[src/rtl/regfile_arb_pkg.sv]
// Shared types and default sizing for the register-file arbiter.
package regfile_arb_pkg;

  localparam int DEF_NUM_REQ = 4;
  localparam int DEF_WIDTH   = 8;
  localparam int DEF_DEPTH   = 16;
  localparam int DEF_AW      = 4;

  typedef enum logic [1:0] {
    IDLE = 2'd0,
    EXEC = 2'd1,
    RESP = 2'd2
  } state_e;

endpackage

[src/rtl/regfile_arbiter_rr_picker.sv]
// Winner selection: first set request at or after ptr_i, wrapping around.
module rr_picker #(
  parameter int N  = 4,
  parameter int IW = 2
) (
  input  logic [N-1:0]  req_i,
  input  logic [IW-1:0] ptr_i,
  output logic [N-1:0]  grant_o,
  output logic [IW-1:0] idx_o
);

  logic [2*N-1:0] dbl;
  logic [N-1:0]   rot;
  logic [IW-1:0]  k;
  logic [IW:0]    sum;
  logic           found;

  // Rotate so the pointer position lands at bit 0, then take the lowest set bit.
  assign dbl = {req_i, req_i} >> ptr_i;
  assign rot = dbl[N-1:0];

  always_comb begin
    found   = 1'b0;
    k       = '0;
    sum     = '0;
    idx_o   = '0;
    grant_o = '0;
    for (int i = 0; i < N; i++) begin
      if (!found && rot[i]) begin
        found = 1'b1;
        k     = IW'(i);
      end
    end
    sum = {1'b0, ptr_i} + {1'b0, k};
    if (sum >= (IW+1)'(N)) sum = sum - (IW+1)'(N);
    idx_o = sum[IW-1:0];
    for (int i = 0; i < N; i++) begin
      grant_o[i] = found && (idx_o == IW'(i));
    end
  end

endmodule

[src/rtl/regfile_arbiter.sv]
// Multi-requester front end to a single-port register file, one transaction at a time.
// Define REGFILE_ARB_RR_EN for round-robin arbitration; otherwise lowest index wins.
module regfile_arbiter
  import regfile_arb_pkg::*;
#(
  parameter int NUM_REQ = DEF_NUM_REQ,
  parameter int WIDTH   = DEF_WIDTH,
  parameter int DEPTH   = DEF_DEPTH,
  parameter int AW      = DEF_AW,
  localparam int IW     = (NUM_REQ > 1) ? $clog2(NUM_REQ) : 1
) (
  input  logic                     clk,
  input  logic                     rst,
  input  logic [NUM_REQ-1:0]       req_valid,
  input  logic [NUM_REQ-1:0]       req_write,
  input  logic [NUM_REQ*AW-1:0]    req_addr,
  input  logic [NUM_REQ*WIDTH-1:0] req_wdata,
  output logic [NUM_REQ-1:0]       req_ready,
  output logic                     rsp_valid,
  input  logic                     rsp_ready,
  output logic [IW-1:0]            rsp_id,
  output logic [WIDTH-1:0]         rsp_rdata,
  output logic                     rsp_err,
  output logic                     rf_wr_en,
  output logic [AW-1:0]            rf_addr,
  output logic [WIDTH-1:0]         rf_wr_data,
  input  logic [WIDTH-1:0]         rf_rd_data
);

  state_e             state_q;
  logic               wr_q, err_q;
  logic               rsp_valid_q, rsp_err_q, rf_wr_en_q;
  logic [IW-1:0]      rsp_id_q;
  logic [WIDTH-1:0]   rsp_rdata_q, rf_wr_data_q;
  logic [AW-1:0]      rf_addr_q;

  logic [NUM_REQ-1:0] grant;
  logic [IW-1:0]      win_idx, ptr;
  logic [AW-1:0]      addr_arr  [NUM_REQ];
  logic [WIDTH-1:0]   wdata_arr [NUM_REQ];
  logic               any_req, sel_write, sel_err;
  logic [AW-1:0]      sel_addr;
  logic [WIDTH-1:0]   sel_wdata;

  for (genvar g = 0; g < NUM_REQ; g++) begin : g_unpack
    assign addr_arr[g]  = req_addr[g*AW +: AW];
    assign wdata_arr[g] = req_wdata[g*WIDTH +: WIDTH];
  end

  rr_picker #(.N(NUM_REQ), .IW(IW)) u_picker (
    .req_i   (req_valid),
    .ptr_i   (ptr),
    .grant_o (grant),
    .idx_o   (win_idx)
  );

`ifdef REGFILE_ARB_RR_EN
  logic [IW-1:0] ptr_q;
  assign ptr = ptr_q;

  always_ff @(posedge clk or negedge rst) begin
    if (!rst) begin
      ptr_q <= '0;
    end else if (state_q == IDLE && any_req) begin
      ptr_q <= (win_idx == IW'(NUM_REQ-1)) ? '0 : win_idx + 1'b1;
    end
  end
`else
  assign ptr = '0;
`endif

  assign any_req   = |req_valid;
  assign sel_write = req_write[win_idx];
  assign sel_addr  = addr_arr[win_idx];
  assign sel_wdata = wdata_arr[win_idx];
  assign sel_err   = 32'(sel_addr) >= 32'(DEPTH);

  // Gated by rst so no command can be accepted while reset is held.
  assign req_ready = (rst && state_q == IDLE) ? grant : '0;

  always_ff @(posedge clk or negedge rst) begin
    if (!rst) begin
      state_q      <= IDLE;
      wr_q         <= 1'b0;
      err_q        <= 1'b0;
      rsp_valid_q  <= 1'b0;
      rsp_err_q    <= 1'b0;
      rsp_id_q     <= '0;
      rsp_rdata_q  <= '0;
      rf_wr_en_q   <= 1'b0;
      rf_addr_q    <= '0;
      rf_wr_data_q <= '0;
    end else begin
      case (state_q)
        IDLE: begin
          if (any_req) begin
            wr_q         <= sel_write;
            err_q        <= sel_err;
            rsp_id_q     <= win_idx;
            rf_addr_q    <= sel_addr;
            rf_wr_data_q <= sel_wdata;
            rf_wr_en_q   <= sel_write & ~sel_err;
            state_q      <= EXEC;
          end
        end
        EXEC: begin
          rf_wr_en_q  <= 1'b0;
          rsp_valid_q <= 1'b1;
          rsp_err_q   <= err_q;
          rsp_rdata_q <= (wr_q || err_q) ? '0 : rf_rd_data;
          state_q     <= RESP;
        end
        RESP: begin
          if (rsp_ready) begin
            rsp_valid_q <= 1'b0;
            rsp_err_q   <= 1'b0;
            rsp_rdata_q <= '0;
            state_q     <= IDLE;
          end
        end
        default: state_q <= IDLE;
      endcase
    end
  end

  assign rsp_valid  = rsp_valid_q;
  assign rsp_id     = rsp_id_q;
  assign rsp_rdata  = rsp_rdata_q;
  assign rsp_err    = rsp_err_q;
  assign rf_wr_en   = rf_wr_en_q;
  assign rf_addr    = rf_addr_q;
  assign rf_wr_data = rf_wr_data_q;

endmodule

[config.mk]
export PLATFORM = sky130hd
export DESIGN_NAME = regfile_arbiter
export DESIGN_NICKNAME = d
export VERILOG_FILES = /design/src/rtl/regfile_arb_pkg.sv /design/src/rtl/regfile_arbiter_rr_picker.sv /design/src/rtl/regfile_arbiter.sv
export SDC_FILE = /design/constraint.sdc
export NUM_CORES = 1
export LEC_CHECK = 0
export BUFFER_PORTS_ARGS = -buffer_cell sky130_fd_sc_hd__buf_2
export CAP_MARGIN = 20
export CORE_MARGIN = 1
export CORE_UTILIZATION = 35
export DETAILED_ROUTE_END_ITERATION = 8
export GPL_ROUTABILITY_DRIVEN = 0
export PLACE_DENSITY_LB_ADDON = 0.12
export SLEW_MARGIN = 30
export SYNTH_ARGS = -nofsm -noshare
export SYNTH_HDL_FRONTEND = slang
export SYNTH_SLANG_ARGS = --single-unit
[constraint.sdc]
create_clock -name clk -period 1.9 [get_ports clk]
set_clock_uncertainty 0.05 [all_clocks]
set_input_delay 0.38 -clock clk [delete_from_list [all_inputs] [get_ports clk]]
set_output_delay 0.38 -clock clk [all_outputs]
set_load 0.02 [all_outputs]
==> results of run 1 <==
==> through the flow <==
stage / setup WS [ns] / instance area, sq um
after floorplan: 0.318 / 1470
after global placement: 0.272 / 1970
after detailed placement: 0.256 / 1970
after CTS: 0.0828 / 2020
after global routing: 0.00696 / 2020
final: 0.0789 / 2020
==> cell usage after synthesis <==
| master | instances | area, sq um |
|---|---|---|
| buf_4 | 1 | 7.51 |
| and3_1 | 2 | 12.5 |
| nor2b_1 | 1 | 6.26 |
| buf_2 | 5 | 25.0 |
| conb_1 | 1 | 3.75 |
| inv_4 | 1 | 6.26 |
| o21ai_4 | 1 | 16.3 |
| a22o_1 | 13 | 114 |
| dfrtp_1 | 27 | 676 |
| clkbuf_1 | 2 | 7.51 |
| nand2b_1 | 5 | 31.3 |
| nor2b_2 | 2 | 17.5 |
| a222oi_1 | 12 | 120 |
| inv_1 | 4 | 15.0 |
| o21ai_1 | 2 | 10.0 |
| nand3_1 | 1 | 5.00 |
| buf_6 | 3 | 33.8 |
| nand2_1 | 8 | 30.0 |
| and2_1 | 1 | 6.26 |
| a21oi_1 | 24 | 120 |
| or2_4 | 2 | 17.5 |
| nor2_1 | 15 | 56.3 |
| a221oi_1 | 4 | 35.0 |
| o21bai_4 | 1 | 18.8 |
| and4_1 | 2 | 17.5 |
| nor2_4 | 1 | 11.3 |
| o21ai_0 | 1 | 5.00 |
| nand3b_1 | 5 | 37.5 |
| o31ai_1 | 1 | 7.51 |
==> path summary, 6_finish.rpt <==
| kind | startpoint | to | slack (ns) | cells past startpoint |
|---|---|---|---|---|
| worst min-delay path | rst | rsp_rdata[3] | 0.15 | 2 |
| min in group clk | rsp_ready | state_q[1] | 0.27 | 2 |
| max in group asynchronous | rst | rsp_rdata[7] | 1.40 | 2 |
| worst max register to register | state_q[0] | rsp_rdata[3] | 0.46 | 4 |
| worst min register to register | rsp_id[0] | rsp_id[0] | 0.44 | 2 |
| worst max-delay path | state_q[1] | req_ready[3] | 0.08 | 3 |
==> registers in the layout, summed over array words and instances (netlist names) <==
| signal | cells |
|---|---|
| rf_wr_data | 8 |
| rf_addr | 4 |
| state_q | 2 |
| rf_wr_en | 1 |
| rsp_rdata | 8 |
| wr_q | 1 |
| rsp_valid | 1 |
| rsp_id | 2 |
==> critical path: stages, from the launching register on <==
cell and delay (ns):
dfrtp_1 0.50, nor2_4 0.23, and4_1 0.23, buf_2 0.16
==> metal layers <==
layer / track usage / vias up / share of wire
li1: - / 746 / -
met1: 0.246 / 634 / 0.49
met2: 0.250 / 85 / 0.43
met3: 0.0137 / 2 / 0.074
met4: 0.0399 / 0 / 0.0037
met5: 0 / - / 0
==> cell usage in the layout, fill, tap and decap left out, drive strengths merged, types with 2 or more instances in the layout <==
cell type and n:
buf 100, inv 5, a21oi 24, nand2 8, a221oi 4, and3 2, nand2b 5, a222oi 12
or2 2, dfrtp 27, and4 2, o21ai 4, a22o 13, nand3b 5, nor2 16, clkbuf 3
nor2b 3
==> where the power goes <==
part | total [uW] | switching, uW | internal (uW) | leakage (uW)
clock network | 315 | 169 | 147 | 0.0000255
logic | 1380 | 855 | 528 | 0.000668
registers | 1030 | 183 | 848 | 0.000324
==> area by class of cell <==
| type | instances | area (sq um) |
|---|---|---|
| tap | 50 | 62.6 |
| clock inverter | 1 | 5.00 |
| sequential | 27 | 676 |
| clock buffer | 3 | 41.3 |
| timing repair buffer | 100 | 515 |
| fill | 395 | 2010 |
| inverter | 5 | 21.3 |
| multi-input combinational | 105 | 699 |
==> logic make-up after synthesis <==
family / Yosys count / synth area share
AND/OR/NAND/NOR: 45 / 0.169
AO/OA/AOI/OAI: 59 / 0.304
buffers and inverters: 16 / 0.0647
other: 1 / 0.00255
flip-flops: 27 / 0.460
==> reports/summary.txt, run 1 <==
Worst Path Max Fanout - 9
# Max-Cap Violations - 0
CTS Buf Count - 3
Layout area overhead - 37.4%
Die width - 66.8 um
Seq/Total Area, Yosys - 0.460
Latest clock arrival within the worst-skew pair - 0.26 ns
CP startpoint kind - register
Largest net degree at the start of global routing - 28
Fin. Hold Viols - 0
Wire length per cell - 12.9 um
CTS tree - built
CP required - 1.47 ns
Synthesized Nets - 215
# Post-CTS Setup Buffers - 0
Post-synthesis cell count - 148
Worst Max-Slew Pin Slew - 0.527 ns
ANT cells - 0
Clk sinks - 27
Pins Over Slew Limit - 0
Rel. slew slack - 0.648
Initial core utilization - 0.365
Worst VDD drop - 0.356 mV
Layout Utilization - 0.502
Total power draw - 2730 uW
CP endpoint kind - primary output
Core Area - 4030 sq um
Cts hold-fix bufs - 0
#FFs+latches synth - 27
Placed Instances - 287
Worst-path clk slew - 0.09 ns
GRT Total Usage - 0.163
Full die area - 4460 sq um
RSZ-0062 raised after global routing - no
Initial antenna violation count - 0
Setup_tns - 0 ns
Post-cts resize count - 0
TritonRoute pass-1 iters - 5
CTS HTree Levels - 1
Die height - 66.8 um
Ports - 96
Worst path arrival time - 1.39 ns
Static Leak - 0.00102 uW
Worst Path Class, Setup - register to primary output
DPL Wire Length - 2970 um
Vias in the first global route - 1175
First-pass GRT wire length - 5570 um
Synth unique cells - 29
Layout cell share with drive strength beyond 1 - 0.465
Power density over the cells - 1350 nW/um^2
CTS Buffer Depth - 2
Vias - 1467
Clk root buf - clkbuf_8
Final setup fails - 0
Global route total overflow - 0
Synth Warn # - 0
WHS - 0.147 ns
ANT nets after route - 0
Final WL - 3750 um
Mean Syn Cell Area - 9.93 sq um
Crit path time final - 1.82 ns
Tcrit/Tclk final - 0.958
Nets - 309
Fmax - 0.549 GHz
Std cell rows - 23
Post-Syn Area - 1470 sq um
Drt via density - 5.04
Buffers on Ports - 94
Hold Path Class - input pin to asynchronous set/reset pin
Drt drc - 0
Run status - completed
First DRT Iteration DRCs - 124
Fin cells - 291
Note: power is estimated with default switching activity, not from simulation.
==> run 2: changes to the inputs <==
RECOVER_POWER = 50   (was default)
==> reports/summary.txt, run 2 (synthesized netlist as in run 1, its figures left out) <==
Pins Over Slew Limit - 0
Final WL - 3740 um
Largest net degree at the start of global routing - 28
Most common cell after layout, fill and taps aside - buf_2
Vias in the first global route - 1175
CTS Buffer Depth - 2
Post-cts resize count - 0
Layout cell share with drive strength beyond 1 - 0.415
Latest clock arrival within the worst-skew pair - 0.26 ns
Global route total overflow - 0
Clk sinks - 27
Hold Path Class - input pin to register
RSZ-0062 raised after global routing - no
DPL Wire Length - 2970 um
Fmax - 0.548 GHz
FILL cells - 405
CP required - 1.47 ns
Die height - 66.8 um
Worst VDD drop - 0.351 mV
CTS HTree Levels - 1
Power density over the cells - 1350 nW/um^2
Run status - completed
Ports - 96
Rel. slew slack - 0.0551
Initial core utilization - 0.365
ANT nets after route - 0
Worst Max-Slew Pin Slew - 1.42 ns
Crit path time final - 1.82 ns
Most frequent cells in the layout - 83 x buf_2, 27 x dfrtp_1, 24 x a21oi_1
Buffers on Ports - 94
Nets - 309
CP max stage cell - dfrtp_1
Final setup fails - 0
CP startpoint kind - register
ANT cells - 0
TritonRoute pass-1 iters - 6
Die width - 66.8 um
Fin. Hold Viols - 0
Setup_tns - 0 ns
Full die area - 4460 sq um
Std cell rows - 23
# Max-Cap Violations - 0
Total power draw - 2710 uW
CTS tree - built
# Post-CTS Setup Buffers - 0
Vias - 1467
Cts hold-fix bufs - 0
Core Area - 4030 sq um
Initial antenna violation count - 0
Multi-input logic area - 699 sq um
Crit-path cells - nor2_4 -> and4_1 -> buf_2
Worst path arrival time - 1.39 ns
Drt via density - 5.04
CP endpoint kind - primary output
Layout area overhead - 36.3%
Worst Path Max Fanout - 9
CTS Buf Count - 3
Wire length per cell - 12.8 um
Tcrit/Tclk final - 0.960
Worst-path clk slew - 0.09 ns
GRT Total Usage - 0.163
CP max stage delay - 0.50 ns
First DRT Iteration DRCs - 132
Worst Path Class, Setup - register to primary output
Area occupied by registers - 676 sq um
Clk root buf - clkbuf_8
Drt drc - 0
First-pass GRT wire length - 5570 um
Static Leak - 0.000980 uW
run 2: cell types whose count changed in the layout (fill, tap and decap cells not counted):
cell,before,now
buf_4,6,5
clkbuf_1,0,12
buf_2,94,83
run 2: power breakdown:
part	total, uW	leakage, uW	switching [uW]	internal, uW
Sequential	1040	0.000324	188	848
Combinational	1360	0.000631	855	501
Clock	315	0.0000255	168	147
run 2: final timing paths:
check / startpoint / to / slack, ns / cells after the start
worst min register to register: rsp_id[0] / rsp_id[0] / 0.44 / 2
min in group asynchronous: rst / rsp_rdata[3] / 0.67 / 2
worst max register to register: state_q[0] / rsp_rdata[3] / 0.46 / 4
worst min-delay path: rsp_ready / state_q[1] / 0.27 / 2
max in group asynchronous: rst / rsp_rdata[7] / 0.31 / 2
worst max-delay path: state_q[1] / req_ready[3] / 0.08 / 3
run 2: worst max-delay path, delay by kind of cell, from the launching register on:
| kind | cells | cell delay (ns) |
|---|---|---|
| simple gates | 2 | 0.47 |
| buf+inv | 1 | 0.16 |
| flops | 1 | 0.50 |
run 2: per-layer routing:
metal | vias up | track usage | part of all wire
met5 | - | 0 | 0
met4 | 0 | 0.0399 | 0.0037
met2 | 87 | 0.250 | 0.43
met1 | 632 | 0.246 | 0.49
li1 | 746 | - | -
met3 | 2 | 0.0137 | 0.072
run 2: metrics by stage:
stage	hold WS (ns)	worst slack, ns	instance area, sq um	cells	utilization
after CTS	0.150	0.0828	2020	291	0.502
after detailed placement	0.425	0.256	1970	287	0.490
final	0.267	0.0764	2000	291	0.497
after floorplan	0.0344	0.318	1470	148	-
after global routing	0.285	0.00674	2000	291	0.497
after global placement	0.415	0.272	1970	287	0.490
run 2: layout make-up:
cell class	instances	area share
sequential	27	0.337
multi-input combinational	105	0.349
clock buffer	3	0.0206
inverter	5	0.0106
clock inverter	1	0.00250
timing repair buffer	100	0.249
tap	50	0.0312
==> run 3: changes to the inputs <==
ABC_AREA = 1   (was default)
GPL_TIMING_DRIVEN = 0   (was default)
==> reports/summary.txt, run 3 <==
Most frequent cells in the layout - 86 x buf_2, 83 x nand2_1, 71 x inv_1
CTS Buf Count - 3
ANT nets after route - 0
#FFs+latches synth - 27
Async set-or-reset flop fraction in the synthesized netlist - 1.00
Drt via density - 4.41
Core Area - 4880 sq um
CP bufs+invs - 4
Hold Path Class - input pin to register
Seq/Total Area, Yosys - 0.371
DPL Wire Length - 3690 um
Largest net degree at the start of global routing - 28
Post-Syn Area - 1820 sq um
Setup_tns - 0 ns
Tcrit/Tclk final - 0.928
Clk sinks - 27
Initial core utilization - 0.374
Nets - 453
Dpl ws - -0.0362 ns
Post-synth EDFFs - 0
Crit path time final - 1.76 ns
Multi-input logic area - 776 sq um
Die height - 74.2 um
Run status - completed
Final WL - 4750 um
Drt drc - 0
Static Leak - 0.00155 uW
Layout area overhead - 32.3%
First DRT Iteration DRCs - 77
Top-count cell post-synth - nand2_1
Buffers on Ports - 94
CP startpoint kind - input pin
Post-synth top area cell - dfrtp_1
RSZ-0062 raised after global routing - no
CP endpoint kind - primary output
FILL cells - 551
Worst Path Max Fanout - 10
First-pass GRT wire length - 7810 um
Top cells by count, synth - 84 x nand2_1, 71 x inv_1, 61 x nand3_1
Std cell rows - 25
CP max stage cell - buf_2
CP required - 1.47 ns
Area occupied by registers - 676 sq um
Wire length per cell - 10.5 um
CTS tree - built
Fin. Hold Viols - 0
Mean Syn Cell Area - 6.37 sq um
Synth unique cells - 19
# Post-CTS Setup Buffers - 0
Synth Warn # - 0
Global route total overflow - 0
Full die area - 5500 sq um
Worst-path clk slew - 0.09 ns
Post-route setup slack - 0.136 ns
Clk root buf - clkbuf_8
TritonRoute pass-1 iters - 4
Ys flop type - dfrtp_1
Crit-path cells - buf_2 -> nor2_4 -> nand2_2 -> buf_6 -> buf_6 -> nor2_1 -> buf_2
Final setup fails - 0
Delay-heaviest family, CP - buffers and inverters
Synth top area share - 0.371
Fmax - 0.567 GHz
Most common cell after layout, fill and taps aside - buf_2
Synthesized Nets - 353
Die width - 74.2 um
GRT Total Usage - 0.181
CTS HTree Levels - 1
Initial antenna violation count - 0
Reg-to-reg slack, setup - 0.43 ns
Latest clock arrival within the worst-skew pair - 0.27 ns
Vias - 1995
Ports - 96
CP max stage delay - 0.18 ns
Pins Over Slew Limit - 0
# Max-Cap Violations - 0
CTS Buffer Depth - 2
Vias in the first global route - 1837
Power density over the cells - 1090 nW/um^2
Layout cell share with drive strength beyond 1 - 0.270
ANT cells - 0
Worst path arrival time - 1.33 ns
Rel. slew slack - 0.0164
Post-synthesis cell count - 286
Worst Path Class, Setup - input pin to primary output
Synth area leaders - dfrtp_1 37%, nand2_1 17%, nand3_1 17%, inv_1 15%, o21ai_0 3.0%
Worst Max-Slew Pin Slew - 1.48 ns
Worst VDD drop - 0.675 mV
run 3: final timing paths:
check	from	endpoint	cells after the start
setup / recovery	req_valid[1]	req_ready[3]	7
hold / removal	rsp_ready	state_q[1]	2
setup reg to reg	state_q[0]	rf_addr[1]	7
hold reg to reg	wr_q	wr_q	2
max in group asynchronous	rst	rsp_rdata[5]	2
min in group asynchronous	rst	rf_wr_data[6]	2
run 3: cells by family after synthesis:
logic type             count (synthesis)  share of synthesized area
buffers and inverters                 87                      0.205
flip-flops                            27                      0.371
AND/OR/NAND/NOR                      157                      0.374
other                                  1                    0.00206
AO/OA/AOI/OAI                         14                     0.0480
run 3: power breakdown:
| part | internal, uW | switching, uW | total, uW |
|---|---|---|---|
| logic | 440 | 896 | 1340 |
| registers | 835 | 131 | 966 |
| clock network | 150 | 176 | 326 |
| total | 1430 | 1200 | 2630 |
run 3: worst register-to-register path: stages (launching register included):
cell and delay (ns):
dfrtp_1 0.39, inv_1 0.09, nand2_2 0.08, a31oi_4 0.24, inv_1 0.17, buf_2 0.22
nand2_1 0.08, nand2_1 0.06
run 3: cell type report:
cell class                 count  area share
sequential                    27       0.280
multi-input combinational    172       0.322
tap                           67      0.0348
timing repair buffer          95       0.190
clock buffer                   4      0.0187
inverter                      72       0.112
buffer                        15      0.0431
run 3: through the flow:
step / instance area (sq um) / utilization / total power, uW / cells / hold slack [ns]
CTS: 2440 / 0.501 / 2690 / 452 / 0.00661
finish: 2410 / 0.494 / 2630 / 452 / 0.251
detailed placement: 2380 / 0.487 / 2350 / 447 / 0.384
global route: 2410 / 0.494 / 2890 / 452 / 0.293
floorplan: 1820 / - / 1860 / 286 / 0.0344
global placement: 2380 / 0.487 / 2330 / 447 / 0.384
run 3: repair_timing:
item / 4_1_cts / 5_1_grt
endpoints found under the hold margin: 27 / 0
endpoints found under the setup margin: 1 / 1
pin swaps: 0 / 0
hold buffers: 1 / 0
resized for setup: 1 / 1
run 3: metal layers:
layer	track usage	wire, um
met1	0.237	2280
met2	0.316	2200
met3	0.0325	236
met4	0.0299	34
met5	0	0
